`src/rtl/cpu_types_pkg.sv`:
```
// Shared CPU/memory types: RAM status, arbiter FSM states and the abort fill word.
package cpu_types_pkg;

  typedef enum logic [1:0] {
    FREE   = 2'd0,
    BUSY   = 2'd1,
    ACCESS = 2'd2,
    ERROR  = 2'd3
  } ramstate_t;

  typedef enum logic [1:0] {
    ARB_IDLE   = 2'd0,
    ARB_IREAD  = 2'd1,
    ARB_DREAD  = 2'd2,
    ARB_DWRITE = 2'd3
  } arb_state_t;

  localparam logic [31:0] ARB_BAD_DATA = 32'hBAD1BAD1;

  // True when the requester that owns the current access still holds its request.
  function automatic logic req_held(input arb_state_t st, input logic iren,
                                    input logic dren, input logic dwen);
    logic held;
    case (st)
      ARB_IREAD:  held = iren;
      ARB_DREAD:  held = dren;
      ARB_DWRITE: held = dwen;
      default:    held = 1'b0;
    endcase
    return held;
  endfunction

endpackage

```
`src/rtl/pipeline_mem_arbiter.sv`:
```
// Single-port RAM arbiter: data requests win over instruction fetches; each
// grant is tracked by a small FSM with a saturating timeout counter.
module pipeline_mem_arbiter
  import cpu_types_pkg::*;
#(
  parameter int TIMEOUT = 16,
  parameter int CNT_W   = $clog2(TIMEOUT + 1)
) (
  input  logic        CLK,
  input  logic        nRST,
  input  logic        iREN,
  input  logic [31:0] iaddr,
  output logic        ihit,
  output logic [31:0] iload,
  input  logic        dREN,
  input  logic        dWEN,
  input  logic [31:0] daddr,
  input  logic [31:0] dstore,
  output logic        dhit,
  output logic [31:0] dload,
  output logic        ramREN,
  output logic        ramWEN,
  output logic [31:0] ramaddr,
  output logic [31:0] ramstore,
  input  logic [31:0] ramload,
  input  ramstate_t   ramstate,
  output logic        mem_err
);

  localparam logic [CNT_W-1:0] CNT_LAST = CNT_W'(TIMEOUT - 1);

  arb_state_t       state_r, state_s;
  logic [CNT_W-1:0] cnt_r;
  logic [31:0]      addr_r, store_r, iload_r, dload_r;
  logic             ihit_r, dhit_r, mem_err_r;
  logic             grant_s, done_s, abort_s, hit_s;
  logic [31:0]      data_s;

  // Next-state: arbitrate in idle (skipping hit cycles), finish or abort in access states.
  always_comb begin
    state_s = state_r;
    grant_s = 1'b0;
    done_s  = 1'b0;
    abort_s = 1'b0;
    case (state_r)
      ARB_IDLE: begin
        if (ihit_r || dhit_r) begin
          state_s = ARB_IDLE;
        end else if (dWEN) begin
          state_s = ARB_DWRITE;
          grant_s = 1'b1;
        end else if (dREN) begin
          state_s = ARB_DREAD;
          grant_s = 1'b1;
        end else if (iREN) begin
          state_s = ARB_IREAD;
          grant_s = 1'b1;
        end else begin
          state_s = ARB_IDLE;
        end
      end
      default: begin
        if (ramstate == ACCESS) begin
          done_s  = 1'b1;
          state_s = ARB_IDLE;
        end else if ((ramstate == ERROR) || (cnt_r == CNT_LAST)) begin
          abort_s = 1'b1;
          state_s = ARB_IDLE;
        end else begin
          state_s = state_r;
        end
      end
    endcase
  end

  // A hit is only issued if the owner is still asking when the access ends.
  assign hit_s  = (done_s || abort_s) && req_held(state_r, iREN, dREN, dWEN);
  assign data_s = done_s ? ramload : ARB_BAD_DATA;

  // FSM state, grant latches, timeout counter, hit pulses and load registers.
  always_ff @(posedge CLK or negedge nRST) begin
    if (!nRST) begin
      state_r   <= ARB_IDLE;
      cnt_r     <= {CNT_W{1'b0}};
      addr_r    <= 32'd0;
      store_r   <= 32'd0;
      ihit_r    <= 1'b0;
      dhit_r    <= 1'b0;
      iload_r   <= 32'd0;
      dload_r   <= 32'd0;
      mem_err_r <= 1'b0;
    end else begin
      state_r <= state_s;
      ihit_r  <= hit_s && (state_r == ARB_IREAD);
      dhit_r  <= hit_s && (state_r != ARB_IREAD);
      if (grant_s) begin
        addr_r  <= (state_s == ARB_IREAD) ? iaddr : daddr;
        store_r <= (state_s == ARB_DWRITE) ? dstore : 32'd0;
        cnt_r   <= {CNT_W{1'b0}};
      end else if ((state_r != ARB_IDLE) && (cnt_r != CNT_LAST)) begin
        cnt_r <= cnt_r + CNT_W'(1);
      end
      if (abort_s) begin
        mem_err_r <= 1'b1;
      end
      if (hit_s && (state_r == ARB_IREAD)) begin
        iload_r <= data_s;
      end
      if (hit_s && (state_r == ARB_DREAD)) begin
        dload_r <= data_s;
      end
    end
  end

  // Strobes decode straight from the state register so they fall with nRST.
  assign ramREN   = (state_r == ARB_IREAD) || (state_r == ARB_DREAD);
  assign ramWEN   = (state_r == ARB_DWRITE);
  assign ramaddr  = (state_r != ARB_IDLE) ? addr_r : 32'd0;
  assign ramstore = (state_r == ARB_DWRITE) ? store_r : 32'd0;
  assign ihit     = ihit_r;
  assign dhit     = dhit_r;
  assign iload    = iload_r;
  assign dload    = dload_r;
  assign mem_err  = mem_err_r;

endmodule

```
`config.mk`:
```
export PLATFORM = sky130hd
export DESIGN_NAME = pipeline_mem_arbiter
export DESIGN_NICKNAME = d
export VERILOG_FILES = /design/src/rtl/cpu_types_pkg.sv /design/src/rtl/pipeline_mem_arbiter.sv
export SDC_FILE = /design/constraint.sdc
export NUM_CORES = 1
export LEC_CHECK = 0
export CORE_MARGIN = 2
export CORE_UTILIZATION = 40
export DETAILED_ROUTE_END_ITERATION = 7
export PLACE_DENSITY = 0.77
export SLEW_MARGIN = 20
export SYNTH_ARGS = -nofsm -noshare
export SYNTH_HDL_FRONTEND = slang
export SYNTH_SLANG_ARGS = --single-unit
```
`constraint.sdc`:
```
create_clock -name CLK -period 2.64 [get_ports CLK]
set_input_delay 0.396 -clock CLK [delete_from_list [all_inputs] [get_ports CLK]]
set_output_delay 0.396 -clock CLK [all_outputs]
set_load 0.02 [all_outputs]
```
==> results of run 1 <==
==> per-layer routing <==
layer	global-route usage (%)	wire length [um]	part of all wire, %	up-vias
met3	7.71	1600	9.0	28
met2	33.9	8230	46	214
met1	29.2	7560	43	2555
met4	8.47	380	2.1	0
met5	0	0	0	-
li1	-	-	-	2634
==> stage by stage <==
stage          total power [mW]  cell area, um^2  setup WS, ps
5_1_grt                    13.0             9660          21.7
3_3_place_gp               9.71             8950           140
2_1_floorplan              7.08             6080           334
6_report                   12.2             9660           130
3_5_place_dp               9.82             8950          82.5
4_1_cts                    12.4             9580          21.8
==> area by class of cell <==
class                   instances  area (um^2)  area share (%)
multi-input cells             418         2300            23.8
clock buffers                  22          474            4.91
inverters                      31          116            1.21
well taps                     188          235            2.44
clock inverters                10          140            1.45
flip-flops and latches        138         3450            35.8
repair buffers                284         2940            30.4
==> Yosys cell counts (2+ instances only) <==
cell      count
dfrtp_1     138
a21oi_1      98
nor2_1       92
nand2_1      36
nor2b_1      33
a22o_1       32
and2_1       32
inv_1        31
nand3_1      31
o21ai_0      31
buf_2        23
clkbuf_1     15
ha_1          6
buf_6         5
o21bai_1      3
buf_1         2
nor3_1        2
nor3b_1       2
xor2_1        2
==> critical path, cell delays in order (launching register included) <==
cell	delay, ps
dfrtp_1	400
inv_1	80
ha_1	250
buf_4	200
nor2b_1	150
clkdlybuf4s50_1	620
==> cells by family (layout without fill, tap and decap cells) <==
kind of cell,count (synthesis),in the layout,share of synthesized area [%]
flops,138,138,56.8
mux,1,1,0.165
simple gates,240,240,19.3
compound gates,169,169,16.4
fa+ha+maj,6,6,1.23
xor+xnor,2,2,0.288
buf+inv,76,347,5.78
==> power breakdown <==
part           switching, mW  leakage [nW]  internal (mW)  total (mW)
clock network          0.898         0.293           1.56        2.46
registers              0.521          1.64           3.12        3.64
logic                   3.29          2.53           2.79        6.08
==> registers in the layout, summed over array words and instances (netlist names) <==
| name | cells |
|---|---|
| addr_r | 32 |
| cnt_r | 5 |
| dhit | 1 |
| dload | 32 |
| ihit | 1 |
| iload | 32 |
| mem_err | 1 |
| state_r | 2 |
| store_r | 32 |
==> worst max path at each step <==
stage                                     from                endpoint  cells past startpoint
after detailed placement  cnt_r[0]$_DFFE_PN0P_  addr_r[11]$_DFFE_PN0P_                      7
after global routing      cnt_r[0]$_DFFE_PN0P_  addr_r[29]$_DFFE_PN0P_                      7
after floorplan           cnt_r[0]$_DFFE_PN0P_  addr_r[26]$_DFFE_PN0P_                      8
final                     state_r[0]$_DFF_PN0_             ramaddr[24]                      5
after global placement    cnt_r[0]$_DFFE_PN0P_  addr_r[11]$_DFFE_PN0P_                      7
after CTS                 state_r[0]$_DFF_PN0_              ramaddr[5]                      5
==> timing repair <==
| action | CTS | global route |
|---|---|---|
| setup endpoints to repair | 0 | 61 |
| hold endpoints to repair | 49 | 0 |
| hold buffers | 1 | 0 |
| gates resized for setup | 0 | 29 |
==> flow_metrics.env, run 1 <==
export IMPL_cap_violations=0
export IMPL_maxSlewHeadroom_pct=52.2
export IMPL_worst_setup_path_start_kind="register"
export IMPL_fin_crit_ps=2510
export IMPL_overflow=0
export IMPL_cts_tree="done"
export IMPL_fp_dieH_um=127
export IMPL_worst_ep_arrival_time_ps=2110
export IMPL_finClkSkew_ps=8.24
export IMPL_antenna_cells=0
export IMPL_synthFlopType="dfrtp_1"
export IMPL_rsz0062_at_grt="no"
export IMPL_yosysSeqAreaShare_pct=56.8
export IMPL_cp_max_fo=12
export IMPL_die_w_um=127
export IMPL_status="finished, final reports clean"
export IMPL_post_drt_wl_per_cell_um=16.3
export IMPL_place_inst=1058
export IMPL_clock_path_buffers=2
export IMPL_die_area_mm2=0.0162
export IMPL_crit_required_ps=2240
export IMPL_ir_drop_mv=0.681
export IMPL_max_freq_mhz=398
export IMPL_dr_first_iter_drc_count=265
export IMPL_period_share_pct=95.1
export IMPL_final_nets=1031
export IMPL_fin_util_pct=64.2
export IMPL_worstReg2RegEnd="addr_r[6]$_DFFE_PN0P_"
export IMPL_wl_um=17800
export IMPL_dp_hpwl_um=12000
export IMPL_ys_async_sr_fraction_pct=100
export IMPL_synth_top_area_cell="dfrtp_1"
export IMPL_avgSynthCellArea_um2=9.62
export IMPL_num_rows=45
export IMPL_fill_cells=1239
export IMPL_whs_ps=488
export IMPL_cts_setup_buffers=0
export IMPL_numPortBuffers=267
export IMPL_regToRegSetupSlack_ps=180
export IMPL_viasPerCell=4.98
export IMPL_fin_cells=1091
export IMPL_hold_violations=0
export IMPL_numCtsBuffers=17
export IMPL_clk_pin_slew_ps=60
export IMPL_initial_core_util_pct=40.5
export IMPL_final_antenna_net_count=0
export IMPL_p_per_area_mw_per_mm2=1260
export IMPL_insertion_delay_ps=410
export IMPL_antenna_found_initial=0
export IMPL_final_cell_mix="clkdlybuf4s50_1 (239), dfrtp_1 (138), a21oi_1 (98), nor2_1 (91), nand2_1 (36)"
export IMPL_root_buffer="clkbuf_16"
export IMPL_final_max_slew_viol_count=0
export IMPL_grt_max_degree=68
export IMPL_synth_seq_cells=138
export IMPL_grt_pass1_wl_um=28400
export IMPL_synth_edf_count=0
export IMPL_gp_congestion=0.807
export IMPL_h_tree_depth=4
export IMPL_drive_gt1_share_pct=6.64
export IMPL_leakagePower_nw=4.46
export IMPL_worstSetupPathType="reg -> out"
export IMPL_firstDrtPassIters=6
export IMPL_synth_cell_type_count=37
export IMPL_ios=268
export IMPL_core_area_mm2=0.0150
export IMPL_worst_pin_slew_ps=717
export IMPL_mostFrequentLayoutCell="clkdlybuf4s50_1"
export IMPL_syn_inst=632
export IMPL_end_kind="output pin"
export IMPL_worst_hold_path_type="in -> async"
export IMPL_grtUsageTotal_pct=22.2
export IMPL_cts_sinks=138
export IMPL_drc=0
export IMPL_setup_viol=0
export IMPL_grt_pass1_vias=5447
export IMPL_syn_to_final_growth_pct=58.8
export IMPL_finalSetupTns_ps=0
export IMPL_yosysWarnings=0
export IMPL_syn_nets=773
export IMPL_synth_cell_area_mm2=0.00608
export IMPL_r2r_start="cnt_r[0]$_DFFE_PN0P_"
export IMPL_num_vias=5431
export IMPL_synth_top_cell_area_share_pct=56.8
export IMPL_synth_area_top_cells="dfrtp_1 (57%), a21oi_1 (8.1%), nor2_1 (5.7%)"
export IMPL_reg2reg_depth=7
Power figures use the tool's default switching activity.
==> inputs of run 2 (changes only) <==
--- a/config.mk
+++ b/config.mk
@@ -7,6 +7,7 @@
 export LEC_CHECK = 0
 export CORE_MARGIN = 2
 export CORE_UTILIZATION = 40
+export CTS_CLUSTER_DIAMETER = 200
 export DETAILED_ROUTE_END_ITERATION = 7
 export PLACE_DENSITY = 0.77
 export SLEW_MARGIN = 20
==> constraint.sdc (replaced) <==
create_clock -name CLK -period 2.64 [get_ports CLK]
set_input_delay 0.396 -clock CLK [delete_from_list [all_inputs] [get_ports CLK]]
set_output_delay 0.396 -clock CLK [all_outputs]
set_load 0.005 [all_outputs]
==> run 2 against run 1 <==
  * First-iteration DRC count shrank 11%
  * Sequential share of layout area grew 0.25 points
  * Die area is the same
  * Maximum frequency grew 0.15%
  * Total power shrank 8.2%
  * Flip-flop and latch count is the same
  * Core utilization shrank 0.44 points
  * Critical endpoint is now ramaddr[0]
  * Largest power group unchanged
==> flow_metrics.env, run 2 (synthesized netlist as in run 1, its figures left out) <==
export IMPL_status="finished, final reports clean"
export IMPL_drc=0
export IMPL_switching_share_pct=33.2
export IMPL_worst_setup_path_start_kind="register"
export IMPL_fin_util_pct=63.8
export IMPL_r2r_start="cnt_r[0]$_DFFE_PN0P_"
export IMPL_leakagePower_nw=4.13
export IMPL_fill_cells=1232
export IMPL_finalSetupTns_ps=0
export IMPL_firstDrtPassIters=6
export IMPL_setup_viol=0
export IMPL_core_area_mm2=0.0150
export IMPL_regToRegSetupSlack_ps=170
export IMPL_final_cell_mix="clkdlybuf4s50_1 (266), dfrtp_1 (138), a21oi_1 (98), nor2_1 (91), nand2_1 (36)"
export IMPL_rsz0062_at_grt="no"
export IMPL_grt_max_degree=66
export IMPL_grt_pass1_wl_um=28000
export IMPL_multi_input_area_mm2=0.00230
export IMPL_worst_pin_slew_ps=664
export IMPL_fin_crit_ps=2510
export IMPL_h_tree_depth=4
export IMPL_num_vias=5410
export IMPL_wl_um=17700
export IMPL_crit_required_ps=2240
export IMPL_dp_hpwl_um=12100
export IMPL_die_area_mm2=0.0162
export IMPL_internal_power_mw=7.47
export IMPL_power_frac_comb_pct=45.4
export IMPL_final_antenna_net_count=0
export IMPL_insertion_delay_ps=420
export IMPL_reg2reg_depth=7
export IMPL_num_rows=45
export IMPL_post_drt_wl_per_cell_um=16.2
export IMPL_drive_gt1_share_pct=6.76
export IMPL_numCtsBuffers=17
export IMPL_antenna_cells=0
export IMPL_p_per_area_mw_per_mm2=1170
export IMPL_fp_dieH_um=127
export IMPL_cts_sinks=138
export IMPL_maxSlewHeadroom_pct=55.8
export IMPL_grtUsageTotal_pct=21.9
export IMPL_p_switching_mw=3.72
export IMPL_whs_path_depth=1
export IMPL_worst_hold_path_type="reg -> reg"
export IMPL_initial_core_util_pct=40.5
export IMPL_clock_path_buffers=2
export IMPL_antenna_found_initial=0
export IMPL_clk_pin_slew_ps=60
export IMPL_numPortBuffers=267
export IMPL_syn_to_final_growth_pct=57.7
export IMPL_root_buffer="clkbuf_16"
export IMPL_cap_violations=0
export IMPL_worstSetupPathType="reg -> out"
export IMPL_final_max_slew_viol_count=0
export IMPL_endpoint="ramaddr[0]"
export IMPL_final_nets=1032
export IMPL_cts_setup_buffers=0
export IMPL_seq_area_mm2=0.00345
export IMPL_hold_violations=0
export IMPL_cp_max_fo=25
export IMPL_startpoint="state_r[0]$_DFF_PN0_"
export IMPL_cts_tree="done"
export IMPL_ios=268
export IMPL_overflow=0
export IMPL_max_freq_mhz=399
export IMPL_viasPerCell=4.96
export IMPL_worst_ep_arrival_time_ps=2110
export IMPL_worstReg2RegEnd="addr_r[16]$_DFFE_PN0P_"
export IMPL_p_seq_share_pct=32.6
export IMPL_finClkSkew_ps=11.1
export IMPL_gp_congestion=0.803
export IMPL_period_share_pct=94.9
export IMPL_mostFrequentLayoutCell="clkdlybuf4s50_1"
export IMPL_ir_drop_mv=0.617
export IMPL_end_kind="output pin"
export IMPL_die_w_um=127
export IMPL_power_frac_clock_pct=22.0
export IMPL_dr_first_iter_drc_count=235
export IMPL_grt_pass1_vias=5347
run 2: cell types whose count changed in the layout (fill, tap and decap cells not counted):
cell	previous run	this run
clkbuf_1	2	1
clkinv_2	2	1
clkbuf_8	3	1
dlymetal6s2s_1	27	0
inv_6	1	3
inv_8	0	1
clkinv_4	1	2
buf_4	10	11
clkdlybuf4s50_1	239	266
clkinvlp_4	3	2
run 2: per-stage QoR:
step	cell area, um^2	worst slack, ps	hold WS, ps	std cells	power (mW)
2_1_floorplan	6080	334	100	632	6.03
3_3_place_gp	8960	146	422	1059	8.64
3_5_place_dp	8960	82.9	428	1059	8.73
4_1_cts	9580	62.5	494	1091	11.3
5_1_grt	9590	18.5	504	1091	12.0
6_report	9590	134	491	1091	11.2
run 2: area by class of cell:
cell class	count	share of cell area, %
tap	188	2.45
clock buffer	19	4.62
sequential	138	36.0
multi-input combinational	418	24.0
clock inverter	12	1.72
timing repair buffer	285	30.0
inverter	31	1.21
run 2: timing repair:
| item | in CTS | in global routing |
|---|---|---|
| resized for setup | 0 | 2 |
| hold buffers | 1 | 0 |
| endpoints found under the setup margin | 0 | 32 |
| endpoints found under the hold margin | 59 | 0 |
run 2: power groups by stage:
stage	Sequential, mW	Clock [mW]	Combinational, mW
6_report	3.65	2.46	5.08
5_1_grt	3.77	2.60	5.62
4_1_cts	3.65	2.52	5.12
3_5_place_dp	3.65	0	5.08
3_3_place_gp	3.64	0	5.00
2_1_floorplan	3.62	0	2.41
run 2: routing by layer:
| layer | track usage [%] | share of wire, % |
|---|---|---|
| met4 | 7.18 | 1.7 |
| met2 | 34.8 | 47 |
| met5 | 0 | 0 |
| met1 | 28.0 | 42 |
| met3 | 8.08 | 8.8 |
run 2: worst max-delay path, cell delays in order (launching register included):
cell	delay, ps
dfrtp_1	400
inv_1	80
ha_1	260
buf_4	240
nor2b_1	160
clkdlybuf4s50_1	540
run 2: worst min path at each step:
stage | from | end | slack, ps
after floorplan | nRST | addr_r[0]$_DFFE_PN0P_ | 100
after global placement | nRST | iload[5]$_DFFE_PN0P_ | 420
after detailed placement | nRST | iload[24]$_DFFE_PN0P_ | 430
after CTS | store_r[25]$_DFFE_PN0P_ | store_r[25]$_DFFE_PN0P_ | 490
after global routing | store_r[29]$_DFFE_PN0P_ | store_r[29]$_DFFE_PN0P_ | 500
final | store_r[11]$_DFFE_PN0P_ | store_r[11]$_DFFE_PN0P_ | 490
